**config.mk**
```make
export PLATFORM = sky130hd
export DESIGN_NAME = apu_frame_seq_flat
export DESIGN_NICKNAME = d
export VERILOG_FILES = /design/src/rtl/apu_frame_seq_if.sv /design/src/rtl/apu_frame_seq.sv /design/src/flat_wrapper.sv
export SDC_FILE = /design/constraint.sdc
export NUM_CORES = 1
export LEC_CHECK = 0
export CORE_MARGIN = 2
export CORE_UTILIZATION = 60
export DETAILED_ROUTE_END_ITERATION = 10
export HOLD_SLACK_MARGIN = 0.03
export PLACE_DENSITY = 0.85
export SYNTH_ARGS = -nofsm -noshare
export SYNTH_HDL_FRONTEND = slang
export SYNTH_SLANG_ARGS = --single-unit
```
**constraint.sdc**
```tcl
create_clock -name i_clk -period 6.85 [get_ports i_clk]
set_input_delay 1.0275 -clock i_clk [delete_from_list [all_inputs] [get_ports i_clk]]
set_output_delay 1.0275 -clock i_clk [all_outputs]
set_load 0.02 [all_outputs]
```
**src/rtl/apu_frame_seq_if.sv**
```systemverilog
// CPU register port into the APU frame sequencer: one-cycle strobe, address,
// direction, write data and combinational read data.
interface apu_frame_seq_if;
  logic        i_reg_cs;
  logic [15:0] i_reg_addr;
  logic        i_reg_wn;
  logic [7:0]  i_reg_wdata;
  logic [7:0]  o_reg_rdata;

  modport master (
    output i_reg_cs, i_reg_addr, i_reg_wn, i_reg_wdata,
    input  o_reg_rdata
  );

  modport slave (
    input  i_reg_cs, i_reg_addr, i_reg_wn, i_reg_wdata,
    output o_reg_rdata
  );
endinterface

```
**src/rtl/apu_frame_seq.sv**
```systemverilog
// 2A03 APU frame sequencer: $4017 frame counter, $4015 enable/status, frame IRQ
// and per-channel length counters feeding the channel generators.
module apu_frame_seq #(
  parameter int STEP_CYC = 7457,
  parameter int CNT_W    = 13,
  parameter int NCH      = 4,
  parameter int TRI_CH   = 2
) (
  input  logic             i_clk,
  input  logic             i_rst,
  apu_frame_seq_if.slave   bus,
  input  logic             i_dmc_irq,
  input  logic             i_dmc_active,
  output logic             o_dmc_en,
  output logic             o_qtr_frame,
  output logic             o_half_frame,
  output logic [NCH-1:0]   o_len_active,
  output logic             o_irq_n
);
  localparam logic [CNT_W-1:0] CNT_LAST = CNT_W'(STEP_CYC - 1);

  function automatic logic [7:0] len_lut(input logic [4:0] idx);
    logic [7:0] v;
    v = 8'd0;
    case (idx)
      5'd0:  v = 8'd10;   5'd1:  v = 8'd254;  5'd2:  v = 8'd20;   5'd3:  v = 8'd2;
      5'd4:  v = 8'd40;   5'd5:  v = 8'd4;    5'd6:  v = 8'd80;   5'd7:  v = 8'd6;
      5'd8:  v = 8'd160;  5'd9:  v = 8'd8;    5'd10: v = 8'd60;   5'd11: v = 8'd10;
      5'd12: v = 8'd14;   5'd13: v = 8'd12;   5'd14: v = 8'd26;   5'd15: v = 8'd14;
      5'd16: v = 8'd12;   5'd17: v = 8'd16;   5'd18: v = 8'd24;   5'd19: v = 8'd18;
      5'd20: v = 8'd48;   5'd21: v = 8'd20;   5'd22: v = 8'd96;   5'd23: v = 8'd22;
      5'd24: v = 8'd192;  5'd25: v = 8'd24;   5'd26: v = 8'd72;   5'd27: v = 8'd26;
      5'd28: v = 8'd16;   5'd29: v = 8'd28;   5'd30: v = 8'd32;   5'd31: v = 8'd30;
    endcase
    return v;
  endfunction

  logic             wr, rd_sta, wr_frm, wr_sta, ch_hit;
  logic [1:0]       ch_sel, ch_reg;
  logic [7:0]       wdata;
  logic [NCH-1:0]   ch_wr;
  logic [CNT_W-1:0] cnt_q, cnt_d;
  logic [2:0]       step_q, step_d;
  logic             mode_q, inhibit_q, frm_irq_q, step_evt;
  logic             qtr_d, half_d, irq_set, qtr_p1, half_p1;
  logic [NCH-1:0]   en_q, halt_q;
  logic [7:0]       len_q [NCH];
  logic             dmc_en_q;
  logic [3:0]       la4;

  assign wdata    = bus.i_reg_wdata;
  assign wr       = bus.i_reg_cs & ~bus.i_reg_wn;
  assign wr_frm   = wr & (bus.i_reg_addr == 16'h4017);
  assign wr_sta   = wr & (bus.i_reg_addr == 16'h4015);
  assign rd_sta   = bus.i_reg_cs & bus.i_reg_wn & (bus.i_reg_addr == 16'h4015);
  assign ch_hit   = (bus.i_reg_addr[15:4] == 12'h400);
  assign ch_sel   = bus.i_reg_addr[3:2];
  assign ch_reg   = bus.i_reg_addr[1:0];
  assign step_evt = (cnt_q == CNT_LAST);

  always_comb begin
    for (int c = 0; c < NCH; c++) ch_wr[c] = wr & ch_hit & (ch_sel == 2'(c));
  end

  // Sequencer state register and registered Q/H pulses
  always_ff @(posedge i_clk) begin
    if (i_rst) begin
      cnt_q     <= '0;
      step_q    <= '0;
      mode_q    <= 1'b0;
      inhibit_q <= 1'b0;
      frm_irq_q <= 1'b0;
      qtr_p1    <= 1'b0;
      half_p1   <= 1'b0;
    end else begin
      cnt_q   <= cnt_d;
      step_q  <= step_d;
      qtr_p1  <= qtr_d;
      half_p1 <= half_d;
      if (wr_frm) begin
        mode_q    <= wdata[7];
        inhibit_q <= wdata[6];
      end
      // An IRQ set beats a coincident status read; the read returns the old value
      if (wr_frm && wdata[6]) frm_irq_q <= 1'b0;
      else if (irq_set)       frm_irq_q <= 1'b1;
      else if (rd_sta)        frm_irq_q <= 1'b0;
    end
  end

  always_comb begin
    cnt_d  = cnt_q + 1'b1;
    step_d = step_q;
    if (wr_frm) begin
      cnt_d  = '0;
      step_d = '0;
    end else if (step_evt) begin
      cnt_d = '0;
      if ((step_q == 3'd3 && !mode_q) || step_q == 3'd4) step_d = '0;
      else                                                step_d = step_q + 3'd1;
    end
  end

  // A $4017 write overrides any step event landing in the same cycle
  always_comb begin
    qtr_d   = 1'b0;
    half_d  = 1'b0;
    irq_set = 1'b0;
    if (wr_frm) begin
      qtr_d  = wdata[7];
      half_d = wdata[7];
    end else if (step_evt) begin
      case (step_q)
        3'd1: begin qtr_d = 1'b1; half_d = 1'b1; end
        3'd3: if (!mode_q) begin
          qtr_d   = 1'b1;
          half_d  = 1'b1;
          irq_set = ~inhibit_q;
        end
        3'd4: begin qtr_d = 1'b1; half_d = 1'b1; end
        default: qtr_d = 1'b1;
      endcase
    end
  end

  // Channel enables, halt flags and length counters
  always_ff @(posedge i_clk) begin
    if (i_rst) begin
      en_q     <= '0;
      halt_q   <= '0;
      dmc_en_q <= 1'b0;
      for (int c = 0; c < NCH; c++) len_q[c] <= '0;
    end else begin
      if (wr_sta) begin
        en_q     <= wdata[NCH-1:0];
        dmc_en_q <= wdata[4];
      end
      for (int c = 0; c < NCH; c++) begin
        if (ch_wr[c] && ch_reg == 2'd0) halt_q[c] <= (c == TRI_CH) ? wdata[7] : wdata[5];
        if (!en_q[c] || (wr_sta && !wdata[c]))
          len_q[c] <= '0;
        else if (ch_wr[c] && ch_reg == 2'd3)
          len_q[c] <= len_lut(wdata[7:3]);
        else if (half_p1 && len_q[c] != 8'd0 && !halt_q[c])
          len_q[c] <= len_q[c] - 1'b1;
      end
    end
  end

  always_comb begin
    la4 = '0;
    for (int c = 0; c < NCH; c++) begin
      o_len_active[c] = (len_q[c] != 8'd0);
      la4[c]          = (len_q[c] != 8'd0);
    end
  end

  assign bus.o_reg_rdata = rd_sta ? {i_dmc_irq, frm_irq_q, 1'b0, i_dmc_active, la4} : 8'h00;
  assign o_irq_n         = ~(frm_irq_q | i_dmc_irq);
  assign o_qtr_frame     = qtr_p1;
  assign o_half_frame    = half_p1;
  assign o_dmc_en        = dmc_en_q;
endmodule

```
**src/flat_wrapper.sv**
```systemverilog
// flat-port wrapper written by rule: the top's interface ports become plain ports
module apu_frame_seq_flat 
#(
  parameter int STEP_CYC = 7457,
  parameter int CNT_W    = 13,
  parameter int NCH      = 4,
  parameter int TRI_CH   = 2
)
  (i_clk, i_rst, i_dmc_irq, i_dmc_active, o_dmc_en, o_qtr_frame, o_half_frame, o_len_active, o_irq_n, bus_i_reg_cs, bus_i_reg_addr, bus_i_reg_wn, bus_i_reg_wdata, bus_o_reg_rdata);
  apu_frame_seq_if bus_i ();
  input  logic i_clk;
  input  logic i_rst;
  input  logic i_dmc_irq;
  input  logic i_dmc_active;
  output logic o_dmc_en;
  output logic o_qtr_frame;
  output logic o_half_frame;
  output logic [NCH-1:0] o_len_active;
  output logic o_irq_n;
  input wire logic [$bits(bus_i.i_reg_cs)-1:0] bus_i_reg_cs;
  input wire logic [$bits(bus_i.i_reg_addr)-1:0] bus_i_reg_addr;
  input wire logic [$bits(bus_i.i_reg_wn)-1:0] bus_i_reg_wn;
  input wire logic [$bits(bus_i.i_reg_wdata)-1:0] bus_i_reg_wdata;
  output wire logic [$bits(bus_i.o_reg_rdata)-1:0] bus_o_reg_rdata;
  assign bus_i.i_reg_cs = bus_i_reg_cs;
  assign bus_i.i_reg_addr = bus_i_reg_addr;
  assign bus_i.i_reg_wn = bus_i_reg_wn;
  assign bus_i.i_reg_wdata = bus_i_reg_wdata;
  assign bus_o_reg_rdata = bus_i.o_reg_rdata;
  apu_frame_seq #(.STEP_CYC(STEP_CYC), .CNT_W(CNT_W), .NCH(NCH), .TRI_CH(TRI_CH)) u_core (.i_clk(i_clk), .i_rst(i_rst), .bus(bus_i), .i_dmc_irq(i_dmc_irq), .i_dmc_active(i_dmc_active), .o_dmc_en(o_dmc_en), .o_qtr_frame(o_qtr_frame), .o_half_frame(o_half_frame), .o_len_active(o_len_active), .o_irq_n(o_irq_n));
endmodule
```
==> results.py <==
metrics = {
    "cells_and_area": {
        "filler_cell_count": 506,
        "layout_common_cells": "49 x nor2_1, 44 x clkdlybuf4s50_1, 35 x nand2_1, 32 x edfxtp_1, 30 x dfxtp_1",
        "layout_commonest_cell": "nor2_1",
        "design_area_sq_mm": 0.004658,
        "antennaDiodeCount": 0,
        "drive_gt1_share_pct": 7.724,
        "finalNetCount": 533,
        "area.sequential_sq_mm": 0.001562,
        "multiInputGateArea_sq_mm": 0.002285,
        "area_growth_pct": 17.11,
    },
    "clock_tree": {
        "ctsResizeCount": 0,
        "clkTransAtPathRegs_ns": 0.07,
        "cts_tree": "done",
        "clk_path_buf_depth": 2,
        "cts_setup_buffers": 0,
        "clock_sinks": 62,
        "numCtsBuffers": 9,
        "cts_hold_buf": 0,
        "clock_latency_ns": 0.35,
        "h-tree-depth": 3,
        "root_buffer": "clkbuf_8",
    },
    "critical_path": {
        "crit_required_ns": 5.82,
        "crit_fanout": 5,
        "endpoint_kind": "primary output",
        "r2r_end": "u_core.len_q[0][7]",
        "critPathLaunch": "bus_i_reg_addr[1]",
        "reg2reg_slack_ns": 4.26,
        "reg2reg_depth": 4,
        "arrival_ns": 3.78,
        "cp-start-kind": "primary input",
        "reg2reg_from": "u_core.len_q[0][2]",
        "crit_type": "primary input to primary output",
    },
    "floorplan": {
        "start_util_pct": 62.28,
        "die_width_um": 85.42,
        "die-area_sq_mm": 0.007297,
        "pin_count": 46,
        "num_rows": 29,
        "die_y_um": 85.42,
        "coreArea_sq_mm": 0.006386,
    },
    "global_route": {
        "grt_usage_pct": 27.11,
        "overflow": 0,
        "antenna_found_initial": 0,
        "grt_pass1_vias": 3375,
        "grt_pass1_wl_um": 15630,
        "grt_max_degree": 23,
    },
    "sta": {
        "max_freq_mhz": 208.1,
        "relSlewSlack_pct": 21.74,
        "period_minus_slack_ns": 4.805,
        "finalCritPeriodShare_pct": 70.14,
        "setup_viol": 0,
        "whs_ns": 0.4808,
        "worst_pin_slew_ns": 1.165,
        "finalSetupTns_ns": 0,
        "final-hold-violation-count": 0,
        "rsz0062_at_grt": "no",
        "finClkSkew_ns": 0.007194,
        "final_max_slew_viol_count": 0,
    },
    "route": {
        "vias": 3486,
        "drc_errors": 0,
        "drt_iter0_markers": 188,
        "routed.top_layer": "met4",
        "firstDrtPassIters": 4,
        "wl_met2_um": 4819,
        "routedWlPerCell_um": 16.72,
        "postRouteAntennaNets": 0,
        "wl_met3_um": 412,
        "met1_length_um": 4107,
        "via_per_inst": 6.127,
        "wirelength_um": 9513,
    },
    "placed_design": {
        "placed_area_sq_mm": 0.004466,
        "dp.final_hpwl_um": 7059,
        "port_buffers": 44,
        "gp_congestion": 0.8600,
    },
    "min_path": {
        "min_from": "u_core.mode_q",
        "worstHoldEndpoint": "u_core.mode_q",
        "hold_path.class": "flop to flop",
        "min_path_cells": 2,
    },
    "pwr": {
        "powerDensity_mw_per_mm2": 164.3,
        "p_leak_nw": 1.788,
        "peakVddDrop_uv": 172.2,
        "total_power_mw": 0.7655,
    },
    "yosys": {
        "yosysSeqAreaShare_pct": 39.26,
        "async_reset_ff_share_pct": 0,
        "synth.distinct_cells": 58,
        "synth_top_area_share_pct": 24.16,
        "synth_ff_type": "edfxtp_1",
        "yosys.area.top_type": "edfxtp_1",
        "synth_seq_cells": 62,
        "synth_area_leaders": "edfxtp_1 24%, dfxtp_1 15%, ha_1 5.0%",
        "syn_area_sq_mm": 0.003978,
        "ys_warn_count": 0,
        "synth_area_per_cell_sq_um": 8.979,
        "syn-num-nets": 489,
        "synthCells": 443,
        "synth_edf_count": 32,
    },
    "outcome": {
        "run_status": "completed",
    },
    "job": {
        "cap_violations": 0,
    },
}
critical path: stages:
cell	delay (ns)
clkdlybuf4s50_1	0.51
or4b_1	0.54
or3_1	0.37
or3_1	0.53
a21oi_1	0.18
clkdlybuf4s50_1	0.62
state kept, by name (all words and copies together) (netlist names):
register             cells
u_core.inhibit_q         1
u_core.en_q              4
u_core.step_q            3
u_core.mode_q            1
u_core.cnt_q            13
u_core.o_half_frame      1
u_core.o_qtr_frame       1
u_core.len_q            32
u_core.frm_irq_q         1
u_core.halt_q            4
u_core.o_dmc_en          1
cells by family (layout without fill, tap and decap cells):
logic type	after synthesis	after routing	share of synthesized area, %
AOI/OAI and AO/OA	68	68	10.95
xor gates and xnor gates	30	30	6.606
adders and majority gates	16	16	5.033
buffers and inverters	33	82	3.303
DFF	62	62	39.26
muxes	18	18	5.033
other	1	1	0.09428
and+or+nand+nor	215	215	29.73
area by class of cell:
type | instances | share of cell area, %
multi-input combinational | 348 | 49.05
sequential | 62 | 33.52
timing repair buffer | 44 | 9.455
clock buffer | 10 | 3.196
tap | 77 | 2.068
inverter | 22 | 1.773
clock inverter | 6 | 0.9401
cell usage after synthesis, types with 13 or more instances:
cell	number
xnor2_1	19
or3_1	15
inv_1	22
o22ai_1	13
nand3_1	16
nor2_1	49
nor3_1	18
edfxtp_1	32
nand2_1	35
a21oi_1	23
dfxtp_1	30
ha_1	16
worst max path at each step:
stage	slack, ns	to
finish	2.05	bus_o_reg_rdata[0]
global route	1.91	bus_o_reg_rdata[1]
CTS	2.04	bus_o_reg_rdata[0]
detailed placement	2.05	bus_o_reg_rdata[0]
global placement	2.09	bus_o_reg_rdata[0]
floorplan	3.07	bus_o_reg_rdata[0]
stage by stage:
stage,instances,util (%),worst slack (ns)
final,569,72.94,2.045
after global routing,569,72.94,1.905
after CTS,569,72.94,2.043
after detailed placement,553,69.93,2.046
after global placement,553,69.93,2.094
after floorplan,443,-,3.073
power breakdown:
group / switching, mW / total, mW / internal, mW
combinational: 0.0350 / 0.0648 / 0.0298
clock: 0.157 / 0.311 / 0.154
sequential: 0.00176 / 0.389 / 0.388
per-layer routing:
layer | track usage [%] | vias to the layer above
li1 | - | 1698
met1 | 33.46 | 1669
met2 | 47.23 | 101
met3 | 4.669 | 18
met4 | 10.39 | 0
met5 | 0 | -
No activity file was read; power rests on OpenSTA's default activity.
